$ cat config.mk
export PLATFORM = sky130hd
export DESIGN_NAME = or3_sweep_tester
export DESIGN_NICKNAME = d
export VERILOG_FILES = /design/src/rtl/or3_sweep_tester.sv
export SDC_FILE = /design/constraint.sdc
export NUM_CORES = 1
export LEC_CHECK = 0
export ABC_AREA = 1
export CORE_AREA = 3 3 70 72
export DETAILED_ROUTE_END_ITERATION = 8
export DIE_AREA = 0 0 73 75
export SETUP_SLACK_MARGIN = 0.05
export SLEW_MARGIN = 20
export SYNTH_ARGS = -nofsm -noshare
export SYNTH_HDL_FRONTEND = slang
export SYNTH_SLANG_ARGS = --single-unit
export TNS_END_PERCENT = 30
$ cat constraint.sdc
create_clock -name clk -period 1.9 [get_ports clk]
set_clock_uncertainty 0.2 [all_clocks]
set_input_delay 0.285 -clock clk [delete_from_list [all_inputs] [get_ports clk]]
set_output_delay 0.285 -clock clk [all_outputs]
set_load 0.02 [all_outputs]
$ cat src/rtl/or3_sweep_tester.sv
// Self-test sequencer: sweeps all 3-bit codes into one OR/NOR gate-under-test,
// samples its output after a settle delay and accumulates mismatch results.
module or3_sweep_tester #(
    parameter int unsigned SETTLE_CYCLES = 2,
    parameter int unsigned PASSES        = 1,
    parameter string       ORDER         = "binary",
    parameter bit          INVERT        = 1'b0
) (
    input  logic       clk,
    input  logic       rst_n,
    input  logic       start,
    input  logic       abort,
    output logic [2:0] dut_x,
    input  logic       dut_y,
    output logic       busy,
    output logic       done,
    output logic       pass,
    output logic [7:0] fail_mask,
    output logic [7:0] err_count
);

    localparam int unsigned CW   = $clog2(SETTLE_CYCLES + 1);
    localparam int unsigned PW   = (PASSES > 1) ? $clog2(PASSES) : 1;
    localparam bit          GRAY = (ORDER == "gray");

    generate
        if (SETTLE_CYCLES < 1) begin : g_bad_settle
            $error("or3_sweep_tester: SETTLE_CYCLES must be >= 1");
        end
        if (PASSES < 1) begin : g_bad_passes
            $error("or3_sweep_tester: PASSES must be >= 1");
        end
    endgenerate

    typedef enum logic [1:0] {
        IDLE,
        SETTLE,
        SAMPLE,
        DONE
    } state_t;

    state_t        state;
    logic [CW-1:0] settle_cnt;
    logic [2:0]    idx;
    logic [PW-1:0] pass_cnt;

    logic          exp_y_c;
    logic          mismatch_c;
    logic [7:0]    err_inc_c;
    logic [7:0]    err_after_c;

    // Map a sequence position to the code driven onto the GUT.
    function automatic logic [2:0] code_of(input logic [2:0] pos);
        return GRAY ? (pos ^ (pos >> 1)) : pos;
    endfunction

    // Case-equality compare so that x/z on the GUT output always counts as a miss.
    always_comb begin
        exp_y_c     = INVERT ? ~(|dut_x) : (|dut_x);
        mismatch_c  = (dut_y !== exp_y_c);
        err_inc_c   = (err_count == 8'hFF) ? err_count : err_count + 8'd1;
        err_after_c = mismatch_c ? err_inc_c : err_count;
    end

    always_ff @(posedge clk) begin
        if (!rst_n) begin
            state      <= IDLE;
            settle_cnt <= '0;
            idx        <= '0;
            pass_cnt   <= '0;
            dut_x      <= '0;
            busy       <= 1'b0;
            done       <= 1'b0;
            pass       <= 1'b0;
            fail_mask  <= '0;
            err_count  <= '0;
        end else if (state != IDLE && abort) begin
            // Partial fail_mask/err_count are kept for inspection.
            state <= IDLE;
            dut_x <= '0;
            busy  <= 1'b0;
            done  <= 1'b0;
            pass  <= 1'b0;
        end else begin
            case (state)
                IDLE: begin
                    done  <= 1'b0;
                    busy  <= 1'b0;
                    dut_x <= '0;
                    if (start && !abort) begin
                        state      <= SETTLE;
                        idx        <= '0;
                        pass_cnt   <= '0;
                        fail_mask  <= '0;
                        err_count  <= '0;
                        pass       <= 1'b0;
                        dut_x      <= code_of(3'd0);
                        settle_cnt <= CW'(SETTLE_CYCLES);
                        busy       <= 1'b1;
                    end
                end
                SETTLE: begin
                    if (settle_cnt == CW'(1)) begin
                        state <= SAMPLE;
                    end else begin
                        settle_cnt <= settle_cnt - CW'(1);
                    end
                end
                SAMPLE: begin
                    if (mismatch_c) begin
                        fail_mask[dut_x] <= 1'b1;
                    end
                    err_count <= err_after_c;
                    if (idx != 3'd7) begin
                        idx        <= idx + 3'd1;
                        dut_x      <= code_of(idx + 3'd1);
                        settle_cnt <= CW'(SETTLE_CYCLES);
                        state      <= SETTLE;
                    end else if (pass_cnt != PW'(PASSES - 1)) begin
                        pass_cnt   <= pass_cnt + PW'(1);
                        idx        <= '0;
                        dut_x      <= code_of(3'd0);
                        settle_cnt <= CW'(SETTLE_CYCLES);
                        state      <= SETTLE;
                    end else begin
                        // pass is resolved here so it is valid alongside the done pulse.
                        state <= DONE;
                        done  <= 1'b1;
                        busy  <= 1'b0;
                        dut_x <= '0;
                        pass  <= (err_after_c == 8'd0);
                    end
                end
                DONE: begin
                    done  <= 1'b0;
                    state <= IDLE;
                end
                default: begin
                    state <= IDLE;
                end
            endcase
        end
    end

endmodule

* Word-level counts from Yosys, hierarchy flattened
Cells that the tools add are included.
** Word-level totals
- Register bits :: 30
- Bits in latches :: 0
- Bits in writable memories :: 0
- Bits in read-only memories :: 0
- Input bits :: 5
- Output and inout port bits :: 22
- Logic and storage cells :: 93
- Memories :: 0
** Cells by class
- Add/subtract/negate cells :: 4
- Multipliers :: 0
- Divide/modulo/power cells :: 0
- Magnitude comparators :: 2
- Equal/unequal tests :: 14
- Shift operators :: 0
- Muxes and demuxes :: 38
- Bitwise gates (word level) :: 3
- Reduce and logical (&&, ||, !) cells :: 22
** Operators by type and width (number)
- $mux W8 :: 4
- $pmux W8 S2 :: 2
- $mux W2 :: 8
- $reduce_and A4 Y1 :: 4
- $mux W3 :: 4
- $ne A2 B2 Y1 const B :: 6
- $pmux W3 S2 :: 2
- $mux W1 :: 11
- $reduce_and A3 Y1 :: 3
- $add A8 B1 Y8 const B :: 1
- $eq A8 B8 Y1 const B :: 1
- $logic_not A8 Y1 :: 1
- $or A8 B8 Y8 :: 1
- $pmux W1 S2 :: 4
- $pmux W2 S4 :: 1
- $ne A3 B3 Y1 const B :: 2
- $pmux W2 S3 :: 1
- $reduce_bool A2 Y1 :: 3
- $reduce_and A5 Y1 :: 1
- $eq A2 B1 Y1 const B :: 2
- $eq A2 B2 Y1 const B :: 2
- $lt A3 B4 Y1 const B :: 1
- $reduce_or A2 Y1 :: 2
- $add A3 B1 Y3 const B :: 1
- other kinds (12) :: 15

* Depth between registers and ports, before layout
- Word-level depth :: 7
- Mapped depth :: 12
- Gate-level depth less buffers :: 12

* Worst setup path before layout
OpenSTA, ideal clock, no wires.
- Path type :: flip-flop to flip-flop
- Start :: register err_count[1]
- End :: register pass
- Setup time :: 0.067 ns
- Arrival time :: 1.591 ns
- Required time :: 1.633 ns
- Slack :: 0.042 ns
- Stages on the path, launching flop included :: 12
- Path buffers :: 0
- Period minus slack after synthesis :: 1.858 ns
- Path through :: dfxtp_1 -> ha_1 -> nand2_2 -> nor2_4 -> nand2_4 -> nand2_1 -> nand2_1 -> nand2_2 -> nand3_1 -> nor2_2 -> nand3_1 -> a21oi_2
** On the way
- Longest elaborated chain between the ends :: 7
- Elaborated cells on any way between the ends :: 8
- Classes of those cells :: add/sub: 1; eq/ne: 1; mux: 5; reduce/logical: 1
** RTL lines
- from (decl) :: RTL line 19 : output logic [7:0] err_count
- from (signal assigned) :: RTL line 113 : err_count <= err_after_c;
- $add A8 B1 Y8 or $eq A8 B8 Y1 (tied branches) :: RTL line 61 : err_inc_c = (err_count == 8'hFF) ? err_count : err_count + 8'd1;
- $mux W8 :: RTL line 61
- $mux W8 (*) :: RTL line 62 : err_after_c = mismatch_c ? err_inc_c : err_count;
- $logic_not A8 Y1 (*) :: RTL line 131 : pass <= (err_after_c == 8'd0);
- $mux W1 (*) :: RTL line 119 : end else if (pass_cnt != PW'(PASSES - 1)) begin
- $mux W1 (*) :: RTL line 114 : if (idx != 3'd7) begin
- $pmux W1 S2 (*) :: RTL line 85 : case (state)
- to (signal assigned) :: RTL line 131
- to (decl) :: RTL line 17 : output logic pass,
Mark *: on every way between the ends. The rest lies on a longest branch, timed or not. The select of a mux whose other input is x is not followed.
A chain may end at the register's enable or synchronous reset.

* Final worst setup path
- Start :: register err_count[1]
- End :: output port err_count[1]
No word-level cell between the ends.

==> metrics.yaml <==
run_status:
  outcome: "finished, final reports clean"
sta:
  slew_violations: 0
  fin_ws_ps: 63.7
  fmax_mhz: 545
  worst_pin_slew_ps: 315
  period_needed_ps: 1840
  hold_violations: 0
  finalSetupViolCount: 0
  fin_crit_sh_pct: 96.6
  slew_headroom_pct: 78.8
  finalSetupTns_ps: 0
  rsz0062_at_grt: "true"
hold_path:
  min_from: "fail_mask[0]"
  hold_path.class: "register to register"
global_route:
  grt_pass1_vias: 1553
  antenna_found_initial: 0
  grt_first_pass_wirelength_um: 6710
  grt_overflow: 0
  grt_max_degree: 11
  track_usage_pct: 15.8
floorplanning:
  die_area_um2: 5480
  die_x_um: 73
  rows: 24
  die_y_um: 75
  start_util_pct: 39.5
  core-area_um2: 4350
  io_pins: 27
route:
  dr_total_vias: 1674
  final_antenna_net_count: 0
  first_pass_iters: 4
  route.detailed.drc: 0
  routed_via_density: 4.77
  wire_per_inst_um: 11.4
  drt-initial-drc-count: 41
  routed_wl_um: 3990
yosys:
  syn_nets: 256
  ys_warn_count: 0
  yosysSeqAreaShare_pct: 33.7
  syn_area_um2: 1720
  ys_seq_elements: 29
  synth_cells: 243
  synth.distinct_cells: 28
  avgSynthCellArea_um2: 7.08
cells_and_area:
  nFillCells: 426
  seqCellArea_um2: 592
  diodes: 0
  multiInputGateArea_um2: 1020
  mostFrequentLayoutCell: "nand2_1"
  drive_gt1_share_pct: 26.4
  layout_common_cells: "nand2_1, inv_1, a21oi_1"
  area_growth_pct: 37.7
  final_nets: 311
setup_path:
  cp_slowest_cell: "clkdlybuf4s50_1"
  endpoint_kind: "primary output"
  crit_type: "register to primary output"
  regToRegStartpoint: "state[1]"
  worst_setup_path_start_kind: "register"
  crit_start: "err_count[1]"
  reg2reg_to: "settle_cnt[0]"
  cp_max_fo: 6
  reg2reg_slack_ps: 100
  reg2reg_depth: 9
  worstPathRequired_ps: 1410
  worstPathCellList: "buf_4 -> clkdlybuf4s50_1"
  max_stage_delay_ps: 600
  worstSetupEndpoint: "err_count[1]"
  crit_arrival_ps: 1350
power_and_ir_drop:
  power.density_nw_per_um2: 930
  p_leak_nw: 0.995
  ir_drop_mv: 0.568
  clkPwrFrac_pct: 25.4
  power_frac_comb_pct: 42.1
  switchingPower_w: 0.000804
  p_sw_share_pct: 36.5
  pwr-share-seq_pct: 32.5
  p_int_w: 0.00140
placed_design:
  hpwl_um: 3080
  portBuffers: 26
  pre_cts_ws_ps: -189
  gp_congestion: 0.834
cts:
  clock-sinks: 29
  clk_latency_ps: 280
  h-tree-depth: 2
  root_buffer: "clkbuf_8"
  clockBufferDepth: 2
  numCtsBuffers: 5
  cts_tree: "done"
  path_clk_slew_ps: 60
run:
  maxCapViolCount: 0
==> synthesized netlist by cell type (all sizes together) <==
| library cell | instances | area (µm²) |
|---|---|---|
| dfxtp | 29 | 581 |
| o211a | 1 | 10.0 |
| clkinv | 1 | 3.75 |
| o22ai | 1 | 6.26 |
| xnor2 | 1 | 8.76 |
| inv | 38 | 150 |
| nand2 | 72 | 334 |
| o21ai | 11 | 55.1 |
| a21oi | 27 | 154 |
| nand4 | 3 | 18.8 |
| nor2 | 26 | 135 |
| bufinv | 1 | 17.5 |
| ha | 8 | 100 |
| nand3 | 22 | 133 |
| a211oi | 1 | 7.51 |
| a31oi | 1 | 6.26 |
==> worst min path at each step <==
stage / to / slack (ps) / depth (start not counted)
after floorplan: idx[2] / 220 / 2
after global placement: fail_mask[7] / 240 / 2
after detailed placement: fail_mask[0] / 240 / 2
after CTS: fail_mask[0] / 250 / 2
after global routing: fail_mask[0] / 270 / 2
final: fail_mask[0] / 250 / 2
==> routing by layer <==
metal	track usage (%)	share of wire, %	vias to the layer above
met4	6.97	1.5	0
li1	-	-	884
met2	26.4	48	22
met3	3.20	3.1	5
met1	19.6	48	763
met5	0	0	-
==> cells by family (layout without fill, tap and decap cells) <==
| kind of cell | count (synthesis) | after routing | synth area share, % |
|---|---|---|---|
| xor+xnor | 1 | 1 | 0.509 |
| simple gates | 123 | 123 | 36.1 |
| fa+ha+maj | 8 | 8 | 5.82 |
| buf+inv | 40 | 96 | 9.96 |
| flops | 29 | 29 | 33.7 |
| compound gates | 42 | 42 | 13.9 |
==> flip-flops by register name (all words and copies together) (netlist names) <==
register,flops
dut_x,3
err_count,8
pass,1
settle_cnt,2
busy,1
idx,3
state,2
fail_mask,8
done,1
==> power groups by stage <==
stage	clock network (W)	logic [W]	registers (W)
CTS	0.000584	0.000853	0.000711
finish	0.000560	0.000928	0.000716
global route	0.000606	0.00103	0.000722
floorplan	0	0.000506	0.000753
global placement	0	0.000844	0.000721
detailed placement	0	0.000846	0.000724
==> critical path, delay by kind of cell (launching register included) <==
kind	cells	cell delay, ps
flops	1	330
buf+inv	2	740
==> layout make-up <==
cell class | count | area share, %
Clock buffer | 7 | 4.07
Clock inverter | 1 | 0.211
Inverter | 40 | 7.24
Multi-Input combinational cell | 174 | 43.0
Sequential cell | 29 | 25.0
Tap cell | 52 | 2.75
Timing Repair Buffer | 48 | 17.7
==> metrics by stage <==
step | total power, W | utilization (%) | hold WS [ps] | cell area (µm²) | instances
floorplan | 0.00126 | - | 223 | 1720 | 243
global placement | 0.00157 | 50.5 | 237 | 2200 | 341
detailed placement | 0.00157 | 50.5 | 239 | 2200 | 341
CTS | 0.00215 | 52.7 | 249 | 2290 | 349
global route | 0.00236 | 54.4 | 269 | 2370 | 351
finish | 0.00220 | 54.4 | 246 | 2370 | 351
==> repair_timing <==
action / 4_1_cts / 5_1_grt
setup endpoints to repair: 14 / 27
gates resized for setup: 4 / 20
pin swaps: 0 / 4
buffers inserted: 0 / 2
hold endpoints to repair: 0 / 0
hold buffers: 0 / 0
(Power assumes the default switching activity.)
